--- src/rtl/ctrl_pkg.sv ---
// Shared types and constants for the multi-cycle control sequencer:
// FSM states, opcode/ALU-op encodings, pc_sel and fault codes.
package ctrl_pkg;

  typedef enum logic [2:0] {
    IDLE,
    FETCH,
    DECODE,
    EXEC,
    MEM,
    WB,
    HALT
  } ctrl_state_e;

  localparam logic [6:0] OPC_R   = 7'h33;
  localparam logic [6:0] OPC_I   = 7'h13;
  localparam logic [6:0] OPC_LD  = 7'h03;
  localparam logic [6:0] OPC_ST  = 7'h23;
  localparam logic [6:0] OPC_BR  = 7'h63;
  localparam logic [6:0] OPC_JAL = 7'h6F;

  localparam logic [2:0] ALU_AND = 3'b000;
  localparam logic [2:0] ALU_OR  = 3'b001;
  localparam logic [2:0] ALU_ADD = 3'b010;
  localparam logic [2:0] ALU_SUB = 3'b110;

  localparam logic [1:0] PC_SEL_PC4 = 2'b00;
  localparam logic [1:0] PC_SEL_BR  = 2'b01;
  localparam logic [1:0] PC_SEL_JAL = 2'b10;

  localparam logic [1:0] FAULT_NONE    = 2'b00;
  localparam logic [1:0] FAULT_ILLEGAL = 2'b01;
  localparam logic [1:0] FAULT_TIMEOUT = 2'b10;

  function automatic logic is_legal_opcode(input logic [6:0] opc);
    return (opc inside {OPC_R, OPC_I, OPC_LD, OPC_ST, OPC_BR, OPC_JAL});
  endfunction

endpackage

--- src/rtl/multicycle_ctrl_alu_op_decode.sv ---
// Combinational ALU-op map from the latched opcode/funct fields.
module alu_op_decode
  import ctrl_pkg::*;
#(
  parameter int unsigned OP_W = 3
) (
  input  logic [6:0]      opcode_i,
  input  logic [2:0]      funct3_i,
  input  logic            funct7_5_i,
  output logic [OP_W-1:0] op_o
);

  logic [2:0] op3;

  always_comb begin
    op3 = ALU_ADD;
    if (opcode_i == OPC_BR) begin
      op3 = ALU_SUB;
    end else if (opcode_i == OPC_R) begin
      case (funct3_i)
        3'b000:  op3 = funct7_5_i ? ALU_SUB : ALU_ADD;
        3'b111:  op3 = ALU_AND;
        3'b110:  op3 = ALU_OR;
        default: op3 = ALU_ADD;
      endcase
    end
  end

  assign op_o = OP_W'(op3);

endmodule

--- src/rtl/multicycle_ctrl.sv ---
// Multi-cycle control sequencer: FETCH/DECODE/EXEC/MEM/WB with memory
// handshake and timeout. Optional perf counters under CTRL_PERF_EN.
module multicycle_ctrl
  import ctrl_pkg::*;
#(
  parameter int unsigned MEM_TIMEOUT = 15,
  parameter int unsigned OP_W        = 3
) (
  input  logic            clk,
  input  logic            rst_n,
  input  logic            start,
  input  logic            stop,
  input  logic [6:0]      opcode,
  input  logic [2:0]      funct3,
  input  logic            funct7_5,
  input  logic            zero,
  input  logic            mem_ready,
  output logic            ir_we,
  output logic            pc_we,
  output logic [1:0]      pc_sel,
  output logic            RegWrite,
  output logic            ALUSrc,
  output logic            Mem2Reg,
  output logic            MemRead,
  output logic            MemWrite,
  output logic [OP_W-1:0] op,
  output logic            busy,
  output logic [1:0]      fault
`ifdef CTRL_PERF_EN
 ,output logic [31:0]     cycle_cnt,
  output logic [31:0]     retired_cnt
`endif
);

  localparam logic [7:0] TMO = 8'(MEM_TIMEOUT);

  ctrl_state_e     state_q, state_d;
  logic [6:0]      opc_q, opc_d;
  logic [2:0]      f3_q, f3_d;
  logic            f75_q, f75_d;
  logic [7:0]      cnt_q, cnt_d;
  logic [1:0]      fault_q, fault_d;
  logic            eoi;
  logic [OP_W-1:0] dec_op;

  alu_op_decode #(
    .OP_W(OP_W)
  ) u_alu_op_decode (
    .opcode_i  (opc_q),
    .funct3_i  (f3_q),
    .funct7_5_i(f75_q),
    .op_o      (dec_op)
  );

  always_comb begin
    state_d = state_q;
    opc_d   = opc_q;
    f3_d    = f3_q;
    f75_d   = f75_q;
    cnt_d   = cnt_q;
    fault_d = fault_q;
    eoi     = 1'b0;
    case (state_q)
      IDLE:   if (start) state_d = FETCH;
      FETCH:  state_d = DECODE;
      DECODE: begin
        if (!is_legal_opcode(opcode)) begin
          state_d = HALT;
          fault_d = FAULT_ILLEGAL;
        end else begin
          state_d = EXEC;
          opc_d   = opcode;
          f3_d    = funct3;
          f75_d   = funct7_5;
        end
      end
      EXEC: begin
        case (opc_q)
          OPC_BR:         eoi = 1'b1;
          OPC_LD, OPC_ST: state_d = MEM;
          default:        state_d = WB;
        endcase
      end
      MEM: begin
        // mem_ready is tested first so a response on the timeout cycle wins
        if (mem_ready) begin
          cnt_d = '0;
          if (opc_q == OPC_LD) state_d = WB;
          else                 eoi = 1'b1;
        end else if ((cnt_q + 8'd1) == TMO) begin
          cnt_d   = '0;
          state_d = HALT;
          fault_d = FAULT_TIMEOUT;
        end else begin
          cnt_d = cnt_q + 8'd1;
        end
      end
      WB:      eoi = 1'b1;
      HALT:    state_d = HALT;
      default: state_d = IDLE;
    endcase
    if (eoi) state_d = stop ? IDLE : FETCH;
  end

  always_ff @(posedge clk or negedge rst_n) begin
    if (!rst_n) begin
      state_q <= IDLE;
      opc_q   <= '0;
      f3_q    <= '0;
      f75_q   <= 1'b0;
      cnt_q   <= '0;
      fault_q <= FAULT_NONE;
    end else begin
      state_q <= state_d;
      opc_q   <= opc_d;
      f3_q    <= f3_d;
      f75_q   <= f75_d;
      cnt_q   <= cnt_d;
      fault_q <= fault_d;
    end
  end

  // Decoded from registered state only; zero/mem_ready gate the PC update
  // in the cycle the datapath reports them, so reset forces every strobe low.
  always_comb begin
    ir_we    = 1'b0;
    pc_we    = 1'b0;
    pc_sel   = PC_SEL_PC4;
    RegWrite = 1'b0;
    ALUSrc   = 1'b0;
    Mem2Reg  = 1'b0;
    MemRead  = 1'b0;
    MemWrite = 1'b0;
    op       = '0;
    case (state_q)
      FETCH: ir_we = 1'b1;
      EXEC: begin
        ALUSrc = (opc_q != OPC_R) && (opc_q != OPC_BR);
        op     = dec_op;
        if (opc_q == OPC_BR) begin
          pc_we  = 1'b1;
          pc_sel = zero ? PC_SEL_BR : PC_SEL_PC4;
        end
      end
      MEM: begin
        ALUSrc   = 1'b1;
        op       = OP_W'(ALU_ADD);
        MemRead  = (opc_q == OPC_LD);
        MemWrite = (opc_q == OPC_ST);
        pc_we    = (opc_q == OPC_ST) && mem_ready;
      end
      WB: begin
        RegWrite = 1'b1;
        pc_we    = 1'b1;
        Mem2Reg  = (opc_q == OPC_LD);
        pc_sel   = (opc_q == OPC_JAL) ? PC_SEL_JAL : PC_SEL_PC4;
      end
      default: ;
    endcase
  end

  assign busy  = (state_q != IDLE) && (state_q != HALT);
  assign fault = fault_q;

`ifdef CTRL_PERF_EN
  logic [31:0] cyc_q, ret_q;

  always_ff @(posedge clk or negedge rst_n) begin
    if (!rst_n) begin
      cyc_q <= '0;
      ret_q <= '0;
    end else begin
      if (busy) cyc_q <= cyc_q + 32'd1;
      if (eoi)  ret_q <= ret_q + 32'd1;
    end
  end

  assign cycle_cnt   = cyc_q;
  assign retired_cnt = ret_q;
`endif

endmodule

--- config.mk ---
export PLATFORM = sky130hd
export DESIGN_NAME = multicycle_ctrl
export DESIGN_NICKNAME = d
export VERILOG_FILES = /design/src/rtl/ctrl_pkg.sv /design/src/rtl/multicycle_ctrl_alu_op_decode.sv /design/src/rtl/multicycle_ctrl.sv
export SDC_FILE = /design/constraint.sdc
export NUM_CORES = 1
export LEC_CHECK = 0
export ABC_AREA = 1
export CAP_MARGIN = 20
export CELL_PAD_IN_SITES_DETAIL_PLACEMENT = 0
export CELL_PAD_IN_SITES_GLOBAL_PLACEMENT = 1
export CORE_MARGIN = 3
export CORE_UTILIZATION = 35
export DETAILED_ROUTE_END_ITERATION = 16
export PLACE_DENSITY_LB_ADDON = 0.1
export SLEW_MARGIN = 5
export SYNTH_ARGS = -nofsm -noshare
export SYNTH_HDL_FRONTEND = slang
export SYNTH_HIERARCHICAL = 1
export SYNTH_SLANG_ARGS = --single-unit
--- constraint.sdc ---
create_clock -name clk -period 5.13 [get_ports clk]
set_clock_uncertainty 0.15 [all_clocks]
set_input_delay 1.026 -clock clk [delete_from_list [all_inputs] [get_ports clk]]
set_output_delay 1.026 -clock clk [all_outputs]
set_load 0.01 [all_outputs]
# After elaboration in Yosys (flattened, before gate mapping)
# Index checks and enable logic that the tools add are counted.
dict set report classes {
  n_addsub 1
  eq_ne 31
  mux 35
  n_reduce_logical 12
}
# operator count
set op_table {}
lappend op_table {{$eq 7x6->1 const B} 4}
lappend op_table {{$eq 7x7->1 const B} 4}
lappend op_table {{$mux 3} 9}
lappend op_table {{$pmux 3 s7} 1}
lappend op_table {{$mux 8} 2}
lappend op_table {{$eq 3x3->1 const B} 5}
lappend op_table {{$eq 7x2->1 const B} 2}
lappend op_table {{$pmux 3 s2} 2}
lappend op_table {{$mux 1} 11}
lappend op_table {{$ne 3x3->1 const B} 3}
lappend op_table {{$pmux 3 s3} 1}
lappend op_table {{$add 8x1->8 const B} 1}
lappend op_table {{$eq 8x4->1 const B} 1}
lappend op_table {{$mux 2} 4}
lappend op_table {{$ne 2x2->1 const B} 4}
lappend op_table {{$ne 4x4->1 const B} 2}
lappend op_table {{$pmux 2 s2} 2}
lappend op_table {{$eq 7x5->1 const B} 1}
lappend op_table {{$ne 7x6->1 const B} 1}
lappend op_table {{$ne 7x7->1 const B} 1}
lappend op_table {{$eq 3x2->1 const B} 2}
lappend op_table {{$logic_not 3->1} 2}
lappend op_table {{$pmux 1 s3} 2}
lappend op_table {{$reduce_bool 6->1} 1}
lappend op_table {{other kinds (9)} 11}
dict set report word_totals {
  reg_bits 24
  in_bits 17
  out_inout_bits 15
  elab_cells 85
}

# Logic depth before layout (Yosys ltp)
# Gate-level depths: netlist (run 1).
dict set report logic_depth {
  depth_word 6
  mapped_depth 12
  mapped_depth_nobuf 12
}

# By module
# The synthesis (run 1) kept the hierarchy.
# module n_inst cells_per_inst area_per_inst_um2 seq_area_each_um2
set by_module_without_submodules {}
lappend by_module_without_submodules {multicycle_ctrl 1 200 1436.4 600.6}
lappend by_module_without_submodules {alu_op_decode 1 30 133.9 0.0}

# Worst setup path before layout (run 1)
# OpenSTA, ideal clock, no wires.
dict set report synth_path {
  path_type {in2out}
  startpoint {in mem_ready}
  endpoint {out pc_we}
  arrival_ns 1.490
  t_required_ns 3.954
  path_slack_ns 2.464
  path_stages 4
  path_buffers 0
  cell_sequence {inv_1 nor2_1 inv_1 o211ai_1}
}
dict set report synth_via {
  elab_chain_len 2
}
# item line
set synth_lines {}
lappend synth_lines {{start, declared} multicycle_ctrl.sv:17} ;# input logic mem_ready,
lappend synth_lines {{$logic_and 1x1->1} multicycle_ctrl.sv:150} ;# pc_we = (opc_q == OPC_ST) && mem_ready;
lappend synth_lines {{$pmux 1 s3} multicycle_ctrl.sv:135} ;# case (state_q)
lappend synth_lines {{end, declared} multicycle_ctrl.sv:19} ;# output logic pc_we,
# No other way between the ends.

# Worst setup path in the final report (run 1)
# Ends and elaborated chain as after synthesis.

==> reports/qor.yml, run 1 <==
max-cap-violations: 0
numCtsBuffers: 3
ctsHoldBuffers: 0
drc_errors: 0
hold_viol: 0
setup_viol: 0
mostFrequentLayoutCell: "nand2_1"
worstSetupEndpointType: "output pin"
status: "finished clean"
drt-initial-drc-count: 52
clock_path_buffers: 2
nets: 284
path_max_fanout: 2
r2r_cells: 11
period_share_pct: 73.2
htreeDepth: 1
nFillCells: 439
critical_path_class: "in2out"
finalWirelength_microns: 3560
arrival_ns: 2.58
rsz0062_at_grt: "false"
vias_per_cell: 4.65
die-height_microns: 73.0
portBuffers: 31
hold_path_class: "reg2reg"
async_flop_share_pct: 100
layout-drive-gt1-share_pct: 11.4
yosys_warnings: 6
period_needed_ns: 3.76
die_w_microns: 73.0
yosys_most_used_dff: "dfrtp_1"
r2r_start: "cnt_q[0]$_DFFE_PN0P_"
synthesis.nets: 249
yosys.cell_types.count: 28
power_mw: 0.888
core-area_sq_um: 4170
start_util_pct: 37.6
tightest_slew_ns: 0.392
syn_avg_cell_area_sq_um: 6.83
p_sw_share_pct: 44.1
globalRouteTotalUtil_pct: 15.0
max_freq_mhz: 266
seq_area_sq_um: 601
ant_nets: 0
synth_enable_flop_cells: 0
ios: 32
regToRegSetupSlack_ns: 3.23
overflow: 0
num_rows: 23
cts_resized: 0
slew_headroom_pct: 73.7
dp_hpwl_microns: 2740
area_delta_synth_final_pct: 26.1
crit_required_ns: 3.95
hold_start: "f75_q$_DFFE_PN0P_"
cts_tree: "done"
pwr-share-comb_pct: 45.8
power_switching_mw: 0.392
wl_per_cell_microns: 11.4
syn_inst: 230
grt_start_max_net_pins: 25
start_kind: "primary input"
clkTransAtPathRegs_ns: 0.08
dr_total_vias: 1455
intPower_mw: 0.497
report.final.slew_viol_count: 0
tns_ns: 0
r2r_end: "fault[1]$_DFFE_PN0P_"
synth_seq_cells: 24
clock-sinks: 24
layout_common_cells: "nand2_1, inv_1, clkdlybuf4s50_1"
leakage_nw: 0.959
synth-seq-area-share_pct: 38.2
multi_input_area_sq_um: 811
p_per_area_nw_per_um2: 449
syn_area_sq_um: 1570
gp_congestion: 0.753
min_path_cells: 2
diodes: 0
dr.pass1.iters: 5
grt_pass1_vias: 1299
p_clk_share_pct: 12.4
post_cts_buffers: 0
vdd_drop_max_v: 0.000242
antenna_found_initial: 0
grt_pass1_wl_microns: 6210
worstSkewPairLatency_ns: 0.26
cts-root-buf: "clkbuf_8"
hold_path_end: "f75_q$_DFFE_PN0P_"
die_area_sq_um: 5330
seqPwrFrac_pct: 41.9
power groups by stage:
stage               Clock (mW)  Sequential, mW  Combinational, mW
floorplan                    0           0.346              0.291
global placement             0           0.378              0.410
detailed placement           0           0.376              0.411
CTS                      0.117           0.373              0.413
global route             0.125           0.387              0.470
finish                   0.110           0.372              0.407
layout make-up:
class | instances | area share, %
Tap cell | 50 | 3.16
Inverter | 39 | 7.40
Timing Repair Buffer | 32 | 16.1
Multi-Input combinational cell | 165 | 41.0
Sequential cell | 24 | 30.3
Clock buffer | 3 | 2.09
flip-flops by register name, indices dropped and copies added (netlist names):
name and flops:
cnt_q 8, opc_q 7, f3_q 3, state_q 3, fault 2, f75_q 1
metal layers:
| layer | global-route usage [%] | up-vias | routed length (microns) |
|---|---|---|---|
| li1 | - | 786 | - |
| met1 | 22.1 | 633 | 1900 |
| met2 | 21.3 | 34 | 1390 |
| met3 | 5.10 | 2 | 238 |
| met4 | 3.07 | 0 | 24 |
| met5 | 0 | - | 0 |
worst max-delay path by stage:
| stage | depth (start not counted) | slack (ns) | startpoint | to |
|---|---|---|---|---|
| 3_3_place_gp | 6 | 1.38 | mem_ready | pc_we |
| 5_1_grt | 6 | 1.32 | mem_ready | pc_we |
| 6_report | 6 | 1.37 | mem_ready | pc_we |
| 3_5_place_dp | 6 | 1.39 | mem_ready | pc_we |
| 4_1_cts | 6 | 1.37 | mem_ready | pc_we |
| 2_1_floorplan | 4 | 2.46 | mem_ready | pc_we |
worst max-delay path, cell delays in order:
cell and delay [ns]:
clkdlybuf4s50_1 0.50, inv_1 0.07, nor2_1 0.14, inv_1 0.07, o211ai_1 0.19, clkdlybuf4s50_1 0.57
metrics by stage:
stage / util [%] / cell area [sq um] / hold WS, ns / std cells / worst slack, ns
2_1_floorplan: - / 1570 / 0.299 / 230 / 2.46
5_1_grt: 47.4 / 1980 / 0.364 / 313 / 1.32
6_report: 47.4 / 1980 / 0.342 / 313 / 1.37
3_5_place_dp: 46.4 / 1940 / 0.321 / 310 / 1.39
3_3_place_gp: 46.4 / 1940 / 0.321 / 310 / 1.38
4_1_cts: 47.4 / 1980 / 0.340 / 313 / 1.37
cell usage after synthesis (4+ instances only):
library cell / count / area (sq um)
nand4_1: 4 / 25.0
nand2_2: 7 / 43.8
nand3_2: 5 / 50.1
nor2_1: 25 / 93.8
nand3_1: 10 / 50.1
o21ai_0: 13 / 65.1
dfrtp_1: 24 / 601
inv_1: 37 / 139
nor2_2: 5 / 31.3
nand2_1: 75 / 282
kinds of logic (layout without fill, tap and decap cells):
group           after synthesis  in the layout  synth area share, %
buf+inv                      41             74                 10.1
fa+ha+maj                     2              2                 1.59
simple gates                141            141                 42.3
flops                        24             24                 38.2
compound gates               22             22                 7.73
(Power assumes the default switching activity.)
==> run 2: changes to the inputs <==
Clock period 5.13 ns to 3.7 ns, I/O delays scaled along.
==> run 2 against run 1 <==
Compared with the run above: non-clock buffer count stayed put; via count fell by 1.6%; power rose by 40%; routed wire length up 3.9%; utilization did not move; clock power rose by 45%; combinational power is 39% higher; global-route usage up 0.20 points; first-iteration DRC count did not move; sequential cell count stayed put; die area stayed put.
==> reports/qor.yml, run 2 (same netlist as run 1, synthesis figures left out) <==
status: "finished clean"
report.final.slew_viol_count: 0  # unchanged
worstSetupEndpointType: "output pin"
arrival_ns: 2.25  # -0.33 ns
die_w_microns: 73.0  # unchanged
grt_start_max_net_pins: 25  # unchanged
htreeDepth: 1  # unchanged
start_util_pct: 37.6  # unchanged
vias_per_cell: 4.58  # -1.6%
drc_errors: 0  # unchanged
diodes: 0  # unchanged
crit_slowest_cell: "clkdlybuf4s50_1"
period_share_pct: 85.0
regToRegSetupSlack_ns: 1.80  # -1.43 ns
crit_family: "buffers and inverters"
numCtsBuffers: 3  # unchanged
path_depth: 6  # unchanged
worstSkewPairLatency_ns: 0.27  # about the same
wl_per_cell_microns: 11.8  # +3.9%
ios: 32  # unchanged
gp_congestion: 0.725  # -3.7%
antenna_found_initial: 0  # unchanged
clock_path_buffers: 2  # unchanged
vdd_drop_max_v: 0.000386  # +59%
mostFrequentLayoutCell: "nand2_1"
tightest_slew_ns: 0.357  # -0.0349 ns
crit_required_ns: 2.81  # -1.14 ns
cts_tree: "done"
overflow: 0  # unchanged
slew_headroom_pct: 76.0  # +2.3 points
reg_top3: "cnt_q: 8 flops, opc_q: 7 flops"
leakage_nw: 0.959  # unchanged
dr.pass1.iters: 4  # -1
hold_viol: 0  # unchanged
ant_nets: 0  # unchanged
dr_total_vias: 1432  # -1.6%
post_cts_buffers: 0  # unchanged
placedCellCount: 310  # unchanged
period_needed_ns: 3.14
met2WireLength_microns: 1450  # +4.2%
tns_ns: 0  # unchanged
path_cells: "clkdlybuf4s50_1 -> inv_1 -> nor2_1 -> inv_1 -> o211ai_1 -> clkdlybuf4s50_1"
nFillCells: 430  # -2.1%
hold_start: "f75_q$_DFFE_PN0P_"
globalRouteTotalUtil_pct: 15.2  # +0.20 points
finalWirelength_microns: 3690  # +3.9%
die_area_sq_um: 5330  # unchanged
rsz0062_at_grt: "false"
r2r_start: "cnt_q[0]$_DFFE_PN0P_"
area_delta_synth_final_pct: 26.1  # unchanged
max_freq_mhz: 318
dp_hpwl_microns: 2800  # +2.1%
nets: 284  # unchanged
min_path_cells: 2  # unchanged
num_rows: 23  # unchanged
grt_pass1_vias: 1350  # +3.9%
layout-drive-gt1-share_pct: 11.4  # unchanged
critPathBufInv: 4  # unchanged
hold_path_class: "reg2reg"
r2r_cells: 11  # unchanged
wl_met3_microns: 189  # -21%
worst_path_largest_cell_delay_ns: 0.57  # about the same
die-height_microns: 73.0  # unchanged
start_kind: "primary input"
clock-sinks: 24  # unchanged
largest-register: "cnt_q"
portBuffers: 31  # unchanged
hold_path_end: "f75_q$_DFFE_PN0P_"
met1_length_microns: 2030  # +6.7%
r2r_end: "fault[0]$_DFFE_PN0P_"
path_max_fanout: 2  # unchanged
ctsHoldBuffers: 0  # unchanged
finalInstanceArea_sq_um: 1980  # unchanged
clkTransAtPathRegs_ns: 0.08  # about the same
largest_reg_flops: 8  # unchanged
setup_viol: 0  # unchanged
cts_resized: 0  # unchanged
core-area_sq_um: 4170  # unchanged
p_per_area_nw_per_um2: 629  # +40%
top_layer_used: "met4"
stdcell_count: 313  # unchanged
place_area_sq_um: 1940  # unchanged
drt-initial-drc-count: 52  # unchanged
layout_common_cells: "nand2_1, inv_1, clkdlybuf4s50_1"
critical_path_class: "in2out"
max-cap-violations: 0  # unchanged
cts-root-buf: "clkbuf_8"
grt_pass1_wl_microns: 6340  # +2.1%
## run 2: metrics by stage
| stage | power, mW | worst slack, ns | utilization, % | hold WS [ns] |
|---|---|---|---|---|
| after floorplan | 0.884 | 1.61 | - | 0.294 |
| after global placement | 1.09 | 0.549 | 46.4 | 0.321 |
| after detailed placement | 1.09 | 0.546 | 46.4 | 0.318 |
| after CTS | 1.26 | 0.539 | 47.4 | 0.340 |
| after global routing | 1.37 | 0.427 | 47.4 | 0.372 |
| final | 1.25 | 0.556 | 47.4 | 0.338 |
## run 2: worst register-to-register path, delay by kind of cell (launching register included)
kind | cells | cell delay, ns
DFF | 1 | 0.45
and+or+nand+nor | 10 | 0.92
adders and majority gates | 1 | 0.27
## run 2: worst max path at each step
stage,start,end
finish,mem_ready,pc_we
global route,mem_ready,pc_we
CTS,mem_ready,pc_we
detailed placement,mem_ready,pc_we
global placement,mem_ready,pc_we
floorplan,mem_ready,pc_we
## run 2: per-layer routing
metal	track usage (%)	vias up
li1	-	778
met1	22.2	621
met2	22.4	29
met3	4.55	4
met4	2.46	0
met5	0	-
## run 2: final cells by class
class                      instances  area [sq um]  area share, %
inverter                          39           146           7.40
timing repair buffer              32           318           16.1
multi-input combinational        165           811           41.0
sequential                        24           601           30.3
clock buffer                       3          41.3           2.09
tap                               50          62.6           3.16
## run 2: power breakdown
group / switching (mW) / total (mW) / internal (mW)
clock: 0.0865 / 0.160 / 0.0730
sequential: 0.143 / 0.519 / 0.376
combinational: 0.327 / 0.567 / 0.240
